### config.mk
export PLATFORM = sky130hd
export DESIGN_NAME = mat_stream_to_axi_packer_flat
export DESIGN_NICKNAME = d
export VERILOG_FILES = /design/src/rtl/mat_stream_to_axi_packer_if.sv /design/src/rtl/mat_stream_to_axi_packer.sv /design/src/flat_wrapper.sv
export SDC_FILE = /design/constraint.sdc
export NUM_CORES = 1
export LEC_CHECK = 0
export ABC_AREA = 1
export ABC_CLOCK_PERIOD_IN_PS = 2800
export BUFFER_PORTS_ARGS = -buffer_cell sky130_fd_sc_hd__buf_2
export CELL_PAD_IN_SITES_DETAIL_PLACEMENT = 0
export CELL_PAD_IN_SITES_GLOBAL_PLACEMENT = 1
export CORE_UTILIZATION = 46
export CTS_BUF_LIST = sky130_fd_sc_hd__clkbuf_4 sky130_fd_sc_hd__clkbuf_8
export CTS_CLUSTER_SIZE = 30
export DETAILED_ROUTE_END_ITERATION = 12
export PLACE_DENSITY = 0.94
export SLEW_MARGIN = 20
export SYNTH_ARGS = -nofsm -noshare
export SYNTH_HDL_FRONTEND = slang
export SYNTH_SLANG_ARGS = --single-unit
### constraint.sdc
create_clock -name ap_clk -period 2.8 [get_ports ap_clk]
set_input_delay 0.28 -clock ap_clk [delete_from_list [all_inputs] [get_ports ap_clk]]
set_output_delay 0.28 -clock ap_clk [all_outputs]
set_load 0.05 [all_outputs]
### src/rtl/mat_stream_to_axi_packer_if.sv
// Bus bundle for the packer: ap_ctrl_chain control, frame dimensions, upstream
// FIFO read port and downstream FIFO write port.
interface mat_stream_to_axi_packer_if #(
  parameter int PIX_W = 24,
  parameter int AXI_W = 64
);
  // Handshakes: a parameter push happens on a cycle with ap_start & ap_ready;
  // a pixel pop on in_read (only ever with in_empty_n); a word push on
  // out_write (only ever with out_full_n); ap_done holds until ap_continue.
  logic             ap_start;
  logic             ap_ready;
  logic             ap_done;
  logic             ap_idle;
  logic             ap_continue;
  logic [15:0]      rows;
  logic [31:0]      cols;
  logic [PIX_W-1:0] in_dout;
  logic             in_empty_n;
  logic             in_read;
  logic [AXI_W-1:0] out_din;
  logic             out_full_n;
  logic             out_write;

  modport master (
    output ap_start, ap_continue, rows, cols, in_dout, in_empty_n, out_full_n,
    input  ap_ready, ap_done, ap_idle, in_read, out_din, out_write
  );

  modport slave (
    input  ap_start, ap_continue, rows, cols, in_dout, in_empty_n, out_full_n,
    output ap_ready, ap_done, ap_idle, in_read, out_din, out_write
  );
endinterface

### src/rtl/mat_stream_to_axi_packer.sv
// Packs a row-major frame of PIX_W-bit pixels into a dense little-endian AXI_W-bit
// word stream; frame sizes are queued in a small parameter FIFO ahead of the packer.
module mat_stream_to_axi_packer #(
  parameter int PIX_W   = 24,
  parameter int AXI_W   = 64,
  parameter int PRM_DEP = 3
) (
  input  logic                      ap_clk,
  input  logic                      ap_rst_n,
  mat_stream_to_axi_packer_if.slave bus,
  output logic [1:0]                dbg_state_o
);
  localparam int FILL_W = $clog2(AXI_W);
  localparam int CNT_W  = $clog2(PRM_DEP + 1);
  localparam int PTR_W  = (PRM_DEP > 1) ? $clog2(PRM_DEP) : 1;

  typedef enum logic [1:0] {
    S_IDLE  = 2'd0,
    S_RUN   = 2'd1,
    S_FLUSH = 2'd2,
    S_DONE  = 2'd3
  } state_t;

  state_t state_q, state_d;

  logic [15:0]      prm_rows_q [PRM_DEP];
  logic [31:0]      prm_cols_q [PRM_DEP];
  logic [PTR_W-1:0] wr_ptr_q, wr_ptr_d;
  logic [PTR_W-1:0] rd_ptr_q, rd_ptr_d;
  logic [CNT_W-1:0] cnt_q, cnt_d;
  logic             armed_q;
  logic             prm_full, prm_empty, push, pop;
  logic [15:0]      head_rows;
  logic [31:0]      head_cols;

  logic [15:0]            row_rem_q, row_rem_d;
  logic [31:0]            col_rem_q, col_rem_d;
  logic [31:0]            col_len_q, col_len_d;
  logic [AXI_W-1:0]       buf_q, buf_d;
  logic [FILL_W-1:0]      fill_q, fill_d;
  logic [FILL_W:0]        fill_sum;
  logic [FILL_W-1:0]      fill_nxt;
  logic                   wd;
  logic [AXI_W+PIX_W-1:0] pix_shift;
  logic [AXI_W-1:0]       merged, carry;
  logic                   last_pix;
  logic                   rd_fire, wr_fire;
  logic [AXI_W-1:0]       dout;

  function automatic logic [PTR_W-1:0] ptr_inc(input logic [PTR_W-1:0] p);
    return (p == PTR_W'(PRM_DEP - 1)) ? '0 : p + PTR_W'(1);
  endfunction

  // ---------------- parameter FIFO ----------------
  // armed_q keeps ap_ready low while reset is held and for the first cycle after.
  assign prm_full  = (cnt_q == CNT_W'(PRM_DEP));
  assign prm_empty = (cnt_q == '0);
  assign push      = bus.ap_start & armed_q & ~prm_full;
  assign pop       = (state_q == S_IDLE) & ~prm_empty;
  assign head_rows = prm_rows_q[rd_ptr_q];
  assign head_cols = prm_cols_q[rd_ptr_q];

  always_comb begin
    wr_ptr_d = push ? ptr_inc(wr_ptr_q) : wr_ptr_q;
    rd_ptr_d = pop  ? ptr_inc(rd_ptr_q) : rd_ptr_q;
    cnt_d    = cnt_q;
    if (push && !pop) begin
      cnt_d = cnt_q + CNT_W'(1);
    end else if (pop && !push) begin
      cnt_d = cnt_q - CNT_W'(1);
    end
  end

  always_ff @(posedge ap_clk or negedge ap_rst_n) begin
    if (!ap_rst_n) begin
      armed_q  <= 1'b0;
      wr_ptr_q <= '0;
      rd_ptr_q <= '0;
      cnt_q    <= '0;
      for (int i = 0; i < PRM_DEP; i++) begin
        prm_rows_q[i] <= '0;
        prm_cols_q[i] <= '0;
      end
    end else begin
      armed_q  <= 1'b1;
      wr_ptr_q <= wr_ptr_d;
      rd_ptr_q <= rd_ptr_d;
      cnt_q    <= cnt_d;
      if (push) begin
        prm_rows_q[wr_ptr_q] <= bus.rows;
        prm_cols_q[wr_ptr_q] <= bus.cols;
      end
    end
  end

  // ---------------- bit packing ----------------
  // Shifting into a word-plus-pixel wide vector yields both the part that lands in
  // the current word and the spill-over that starts the next one.
  assign fill_sum  = {1'b0, fill_q} + (FILL_W + 1)'(PIX_W);
  assign wd        = (fill_sum >= (FILL_W + 1)'(AXI_W));
  assign fill_nxt  = wd ? FILL_W'(fill_sum - (FILL_W + 1)'(AXI_W)) : FILL_W'(fill_sum);
  assign pix_shift = {{AXI_W{1'b0}}, bus.in_dout} << fill_q;
  assign merged    = buf_q | pix_shift[AXI_W-1:0];
  assign carry     = {{(AXI_W - PIX_W){1'b0}}, pix_shift[AXI_W+PIX_W-1:AXI_W]};
  assign last_pix  = (row_rem_q == 16'd1) && (col_rem_q == 32'd1);

  always_comb begin
    row_rem_d = row_rem_q;
    col_rem_d = col_rem_q;
    col_len_d = col_len_q;
    buf_d     = buf_q;
    fill_d    = fill_q;
    if (pop) begin
      row_rem_d = head_rows;
      col_rem_d = head_cols;
      col_len_d = head_cols;
      buf_d     = '0;
      fill_d    = '0;
    end else if (rd_fire) begin
      buf_d  = wd ? carry : merged;
      fill_d = fill_nxt;
      if (col_rem_q == 32'd1) begin
        col_rem_d = col_len_q;
        row_rem_d = row_rem_q - 16'd1;
      end else begin
        col_rem_d = col_rem_q - 32'd1;
      end
    end
  end

  always_ff @(posedge ap_clk or negedge ap_rst_n) begin
    if (!ap_rst_n) begin
      row_rem_q <= '0;
      col_rem_q <= '0;
      col_len_q <= '0;
      buf_q     <= '0;
      fill_q    <= '0;
    end else begin
      row_rem_q <= row_rem_d;
      col_rem_q <= col_rem_d;
      col_len_q <= col_len_d;
      buf_q     <= buf_d;
      fill_q    <= fill_d;
    end
  end

  // ---------------- packer FSM ----------------
  always_ff @(posedge ap_clk or negedge ap_rst_n) begin
    if (!ap_rst_n) begin
      state_q <= S_IDLE;
    end else begin
      state_q <= state_d;
    end
  end

  always_comb begin
    state_d = state_q;
    case (state_q)
      S_IDLE: begin
        if (pop) begin
          state_d = ((head_rows == 16'd0) || (head_cols == 32'd0)) ? S_DONE : S_RUN;
        end
      end
      S_RUN: begin
        if (rd_fire && last_pix) begin
          state_d = (fill_nxt != '0) ? S_FLUSH : S_DONE;
        end
      end
      S_FLUSH: begin
        if (bus.out_full_n) begin
          state_d = S_DONE;
        end
      end
      S_DONE: begin
        if (bus.ap_continue) begin
          state_d = S_IDLE;
        end
      end
      default: state_d = S_IDLE;
    endcase
  end

  // A pixel that completes a word may only be taken when the word can be pushed.
  always_comb begin
    rd_fire = 1'b0;
    wr_fire = 1'b0;
    dout    = '0;
    case (state_q)
      S_RUN: begin
        rd_fire = bus.in_empty_n & (~wd | bus.out_full_n);
        if (rd_fire && wd) begin
          wr_fire = 1'b1;
          dout    = merged;
        end
      end
      S_FLUSH: begin
        if (bus.out_full_n) begin
          wr_fire = 1'b1;
          dout    = buf_q;
        end
      end
      default: ;
    endcase
  end

  assign bus.in_read   = rd_fire;
  assign bus.out_write = wr_fire;
  assign bus.out_din   = dout;
  assign bus.ap_ready  = push;
  assign bus.ap_done   = (state_q == S_DONE);
  assign bus.ap_idle   = (state_q == S_IDLE) & prm_empty;
  assign dbg_state_o   = state_q;
endmodule

### src/flat_wrapper.sv
// flat-port wrapper written by rule: the top's interface ports become plain ports
module mat_stream_to_axi_packer_flat 
#(
  parameter int PIX_W   = 24,
  parameter int AXI_W   = 64,
  parameter int PRM_DEP = 3
)
  (ap_clk, ap_rst_n, dbg_state_o, bus_ap_start, bus_ap_continue, bus_rows, bus_cols, bus_in_dout, bus_in_empty_n, bus_out_full_n, bus_ap_ready, bus_ap_done, bus_ap_idle, bus_in_read, bus_out_din, bus_out_write);
  mat_stream_to_axi_packer_if #(.PIX_W(PIX_W), .AXI_W(AXI_W)) bus_i ();
  input  logic ap_clk;
  input  logic ap_rst_n;
  output logic [1:0] dbg_state_o;
  input wire logic [$bits(bus_i.ap_start)-1:0] bus_ap_start;
  input wire logic [$bits(bus_i.ap_continue)-1:0] bus_ap_continue;
  input wire logic [$bits(bus_i.rows)-1:0] bus_rows;
  input wire logic [$bits(bus_i.cols)-1:0] bus_cols;
  input wire logic [$bits(bus_i.in_dout)-1:0] bus_in_dout;
  input wire logic [$bits(bus_i.in_empty_n)-1:0] bus_in_empty_n;
  input wire logic [$bits(bus_i.out_full_n)-1:0] bus_out_full_n;
  output wire logic [$bits(bus_i.ap_ready)-1:0] bus_ap_ready;
  output wire logic [$bits(bus_i.ap_done)-1:0] bus_ap_done;
  output wire logic [$bits(bus_i.ap_idle)-1:0] bus_ap_idle;
  output wire logic [$bits(bus_i.in_read)-1:0] bus_in_read;
  output wire logic [$bits(bus_i.out_din)-1:0] bus_out_din;
  output wire logic [$bits(bus_i.out_write)-1:0] bus_out_write;
  assign bus_i.ap_start = bus_ap_start;
  assign bus_i.ap_continue = bus_ap_continue;
  assign bus_i.rows = bus_rows;
  assign bus_i.cols = bus_cols;
  assign bus_i.in_dout = bus_in_dout;
  assign bus_i.in_empty_n = bus_in_empty_n;
  assign bus_i.out_full_n = bus_out_full_n;
  assign bus_ap_ready = bus_i.ap_ready;
  assign bus_ap_done = bus_i.ap_done;
  assign bus_ap_idle = bus_i.ap_idle;
  assign bus_in_read = bus_i.in_read;
  assign bus_out_din = bus_i.out_din;
  assign bus_out_write = bus_i.out_write;
  mat_stream_to_axi_packer #(.PIX_W(PIX_W), .AXI_W(AXI_W), .PRM_DEP(PRM_DEP)) u_core (.ap_clk(ap_clk), .ap_rst_n(ap_rst_n), .bus(bus_i), .dbg_state_o(dbg_state_o));
endmodule
==> results.yml <==
detailed_routing:
  vias: 15310
  vias_per_cell: 5.313
  postRouteAntennaNets: 0
  drc: 0
  wirelength_um: 47440
  drtIter0Drc: 1290
  dr.pass1.iters: 6
  avgRoutedWirePerCell_um: 16.46
grt:
  grt_max_degree: 98
  overflow: 0
  grt_pass1_vias: 14500
  grtUsageTotal_pct: 26.37
  grt_pass1_wl_um: 76250
  grt_antenna_before_repair: 0
critical_path:
  critPathArrivalTime_ns: 2.44
  path_cells: "inv_1, ha_1, clkinv_1, a21oi_4, buf_4, nand2_1, inv_1, clkbuf_4"
  start_kind: "register"
  critPathSlowestCell: "dfrtp_1"
  reg2reg_setup_slack_ns: 0.34
  critical-path-max-stage-delay_ns: 0.43
  r2r-end: "u_core.buf_q[33]"
  critPathBufInv: 5
  critPathKind: "reg -> out"
  path_delay_family: "buffers and inverters"
  reg2reg_from: "u_core.dbg_state_o[1]"
  crit_fanout: 9
  endpoint_kind: "primary output"
  cpMostUsedCell: "inv_1"
  required_ns: 2.52
  reg2regPathDepth: 9
worst_hold_path:
  min_path_cells: 3
  hold-path-endpoint: "u_core.buf_q[13]"
  hp-class: "in -> reg"
  min_from: "bus_in_dout[21]"
synth:
  synth_cell_types: 52
  yosysSeqAreaShare_pct: 45.87
  synthArstFlopShare_pct: 100.0
  syn_nets: 2286
  ys.flop_type: "dfrtp_1"
  synth_seq_cells: 300
  syn_area_um2: 16370
  synthCells: 2198
  ys_warn_count: 0
  syn_area_per_cell_um2: 7.446
  synth-edff-count: 0
power_and_ir_drop:
  p_comb_share_pct: 37.3
  vdd_drop_max_mv: 0.5268
  p_per_area_nw_per_um2: 821.9
  p_switching_mw: 6.448
  pwr-share-clk_pct: 27.5
  intPower_mw: 9.537
  power_mw: 15.98
  netSwitchingFraction_pct: 40.34
  p_seq_share_pct: 35.2
  p_leak_nw: 9.853
timing:
  period_share_pct: 97.17
  worst_slew_pin_slew_ns: 0.7698
  setup_violations: 0
  drv_slew: 0
  worst_slack_ns: 0.07921
  final-hold-violation-count: 0
  fmax_mhz: 367.5
  maxSlewHeadroom_pct: 48.50
  grt_setup_unrepaired: "true"
  fin_skew_ns: 0.03552
  period_minus_slack_ns: 2.721
final_layout:
  drive_gt1_share_pct: 16.15
  n_antenna_cell: 0
  syn_to_final_growth_pct: 18.83
  nNetsFinal: 2475
  final_util_pct: 55.89
  fillers: 3302
placed_design:
  portBuffers: 148
  place_ws_ns: 0.3245
  gp_congestion: 0.9070
  place_hpwl_um: 32240
floorplanning:
  chipHeight_um: 190.6
  io_pins: 149
  row_count: 68
  chipWidth_um: 190.6
  coreArea_um2: 34800
  dieArea_um2: 36340
  start_util_pct: 47.03
clock_network:
  htreeDepth: 2
  cts_tree: "yes"
  clk_pin_slew_ns: 0.06
  numCtsBuffers: 52
  cts_buffer_depth: 3
  clock_sinks: 300
  worstSkewPairLatency_ns: 0.62
  clockRootBuffer: "clkbuf_8"
flow_run:
  maxCapViolations: 0
run_status:
  outcome: "completed"
==> power by group through the flow <==
stage	registers, mW	clock network [mW]	logic [mW]
6_report	5.62	4.40	5.96
5_1_grt	5.70	4.66	6.61
2_1_floorplan	5.49	0	4.35
3_3_place_gp	5.65	0	5.70
4_1_cts	5.60	4.48	5.86
3_5_place_dp	5.67	0	5.74
==> layer usage <==
| metal | part of all wire [%] | track usage, % | vias up |
|---|---|---|---|
| met4 | 1.9 | 6.892 | 0 |
| met1 | 46 | 37.37 | 7227 |
| met2 | 46 | 42.32 | 559 |
| li1 | - | - | 7453 |
| met5 | 0 | 0 | - |
| met3 | 6.8 | 3.644 | 74 |
==> stage by stage <==
step,std cells,instance area [µm²],hold slack (ns),setup TNS [ns]
after floorplan,2198,16420,-0.01559,-4.201
after global placement,2733,17600,0.2707,0
after detailed placement,2733,17600,0.2753,0
after CTS,2878,19340,0.02739,0
after global routing,2882,19450,0.08264,-0.006047
final,2882,19450,0.05644,0
==> layout make-up <==
type                    count  area, µm²  area share, %
multi-input cells        1536       7377          37.93
repair inverters            1      5.005        0.02574
inverters                 246      947.2          4.870
clock buffers              86       1077          5.539
clock inverters             8      91.34         0.4697
well taps                 455      569.3          2.927
flip-flops and latches    300       7510          38.62
repair buffers            250       1871          9.618
==> cells in the mapped netlist, types with 4 or more instances <==
master       n  area [µm²]
o22ai_1     22       137.6
clkbuf_1    41       153.9
inv_2        9       33.78
o211ai_1    15       112.6
buf_1        4       15.01
a31oi_1      7       43.79
o21a_1       4       30.03
nand3_1    176       880.8
o211ai_2     4       50.05
nand4_1      4       25.02
nand2_2     10       62.56
nor2_1     277        1040
a21oi_1     77       385.4
nand2_1    510        1914
inv_1      232       870.8
nor3_1      12       60.06
xor2_1      19       166.4
buf_2       46       230.2
nor2_2      17       106.4
dfrtp_1    300        7507
buf_6       11       123.9
o21ai_1     27       135.1
ha_1        10       125.1
a2bb2oi_1    8       70.07
nor2_8       4       80.08
o21ai_0    290        1451
xnor2_1      6       52.55
buf_4       13       97.59
==> cell usage in the layout (no fill, tap or decap), types with 19 or more instances in the layout <==
master         instances
a21oi_1               77
buf_2                117
buf_4                 55
clkbuf_4              29
clkbuf_8              69
dfrtp_1              298
dlygate4sd3_1         49
inv_1                230
nand2_1              510
nand3_1              173
nor2_1               255
nor2_2                39
o21ai_0              278
o21ai_1               39
o22ai_1               22
xor2_1                19
==> worst register-to-register path: stages, from the launching register on <==
cell     delay, ns
dfrtp_1       0.43
inv_1         0.10
ha_1          0.21
inv_1         0.18
a21oi_4       0.09
inv_2         0.29
nand2_4       0.21
inv_4         0.31
nand2_2       0.30
o21ai_0       0.23
==> state kept, by name, indices dropped and copies added (netlist names) <==
name                cells
u_core.col_len_q       32
u_core.prm_rows_q      48
u_core.row_rem_q       16
u_core.wr_ptr_q         2
u_core.prm_cols_q      96
u_core.fill_q           3
u_core.armed_q          1
u_core.dbg_state_o      2
u_core.cnt_q            2
u_core.col_rem_q       32
u_core.rd_ptr_q         2
u_core.buf_q           64
==> repair_timing <==
item                                    CTS  global route
pin swaps                                 0             2
resized for setup                        29            30
hold endpoints to repair                198             0
hold buffers                             49             0
endpoints found under the setup margin   52            64
gates cloned                              1             0
setup buffers                             1             4
==> cell families (layout without fill, tap and decap cells) <==
kind of cell | Yosys count | count (layout) | share of synthesized area [%]
and+or+nand+nor | 1023 | 1023 | 26.28
xor gates and xnor gates | 25 | 25 | 1.338
DFF | 300 | 300 | 45.87
buffers and inverters | 362 | 591 | 9.587
other | 1 | 1 | 0.02291
AOI/OAI and AO/OA | 475 | 475 | 16.02
adders and majority gates | 10 | 10 | 0.7645
muxes | 2 | 2 | 0.1223
==> worst max-delay path by stage <==
| stage | startpoint | endpoint | slack [ns] | cells past startpoint |
|---|---|---|---|---|
| 4_1_cts | u_core.dbg_state_o[1] | bus_out_din[54] | 0.00001 | 7 |
| 6_report | u_core.dbg_state_o[1] | bus_out_din[0] | 0.08 | 8 |
| 2_1_floorplan | u_core.dbg_state_o[0] | bus_out_din[48] | -0.22 | 7 |
| 5_1_grt | u_core.fill_q[4] | bus_out_din[43] | -0.006 | 8 |
| 3_3_place_gp | u_core.dbg_state_o[0] | u_core.buf_q[33] | 0.42 | 9 |
| 3_5_place_dp | u_core.fill_q[3] | bus_out_din[50] | 0.32 | 9 |
Power figures use the tool's default switching activity.
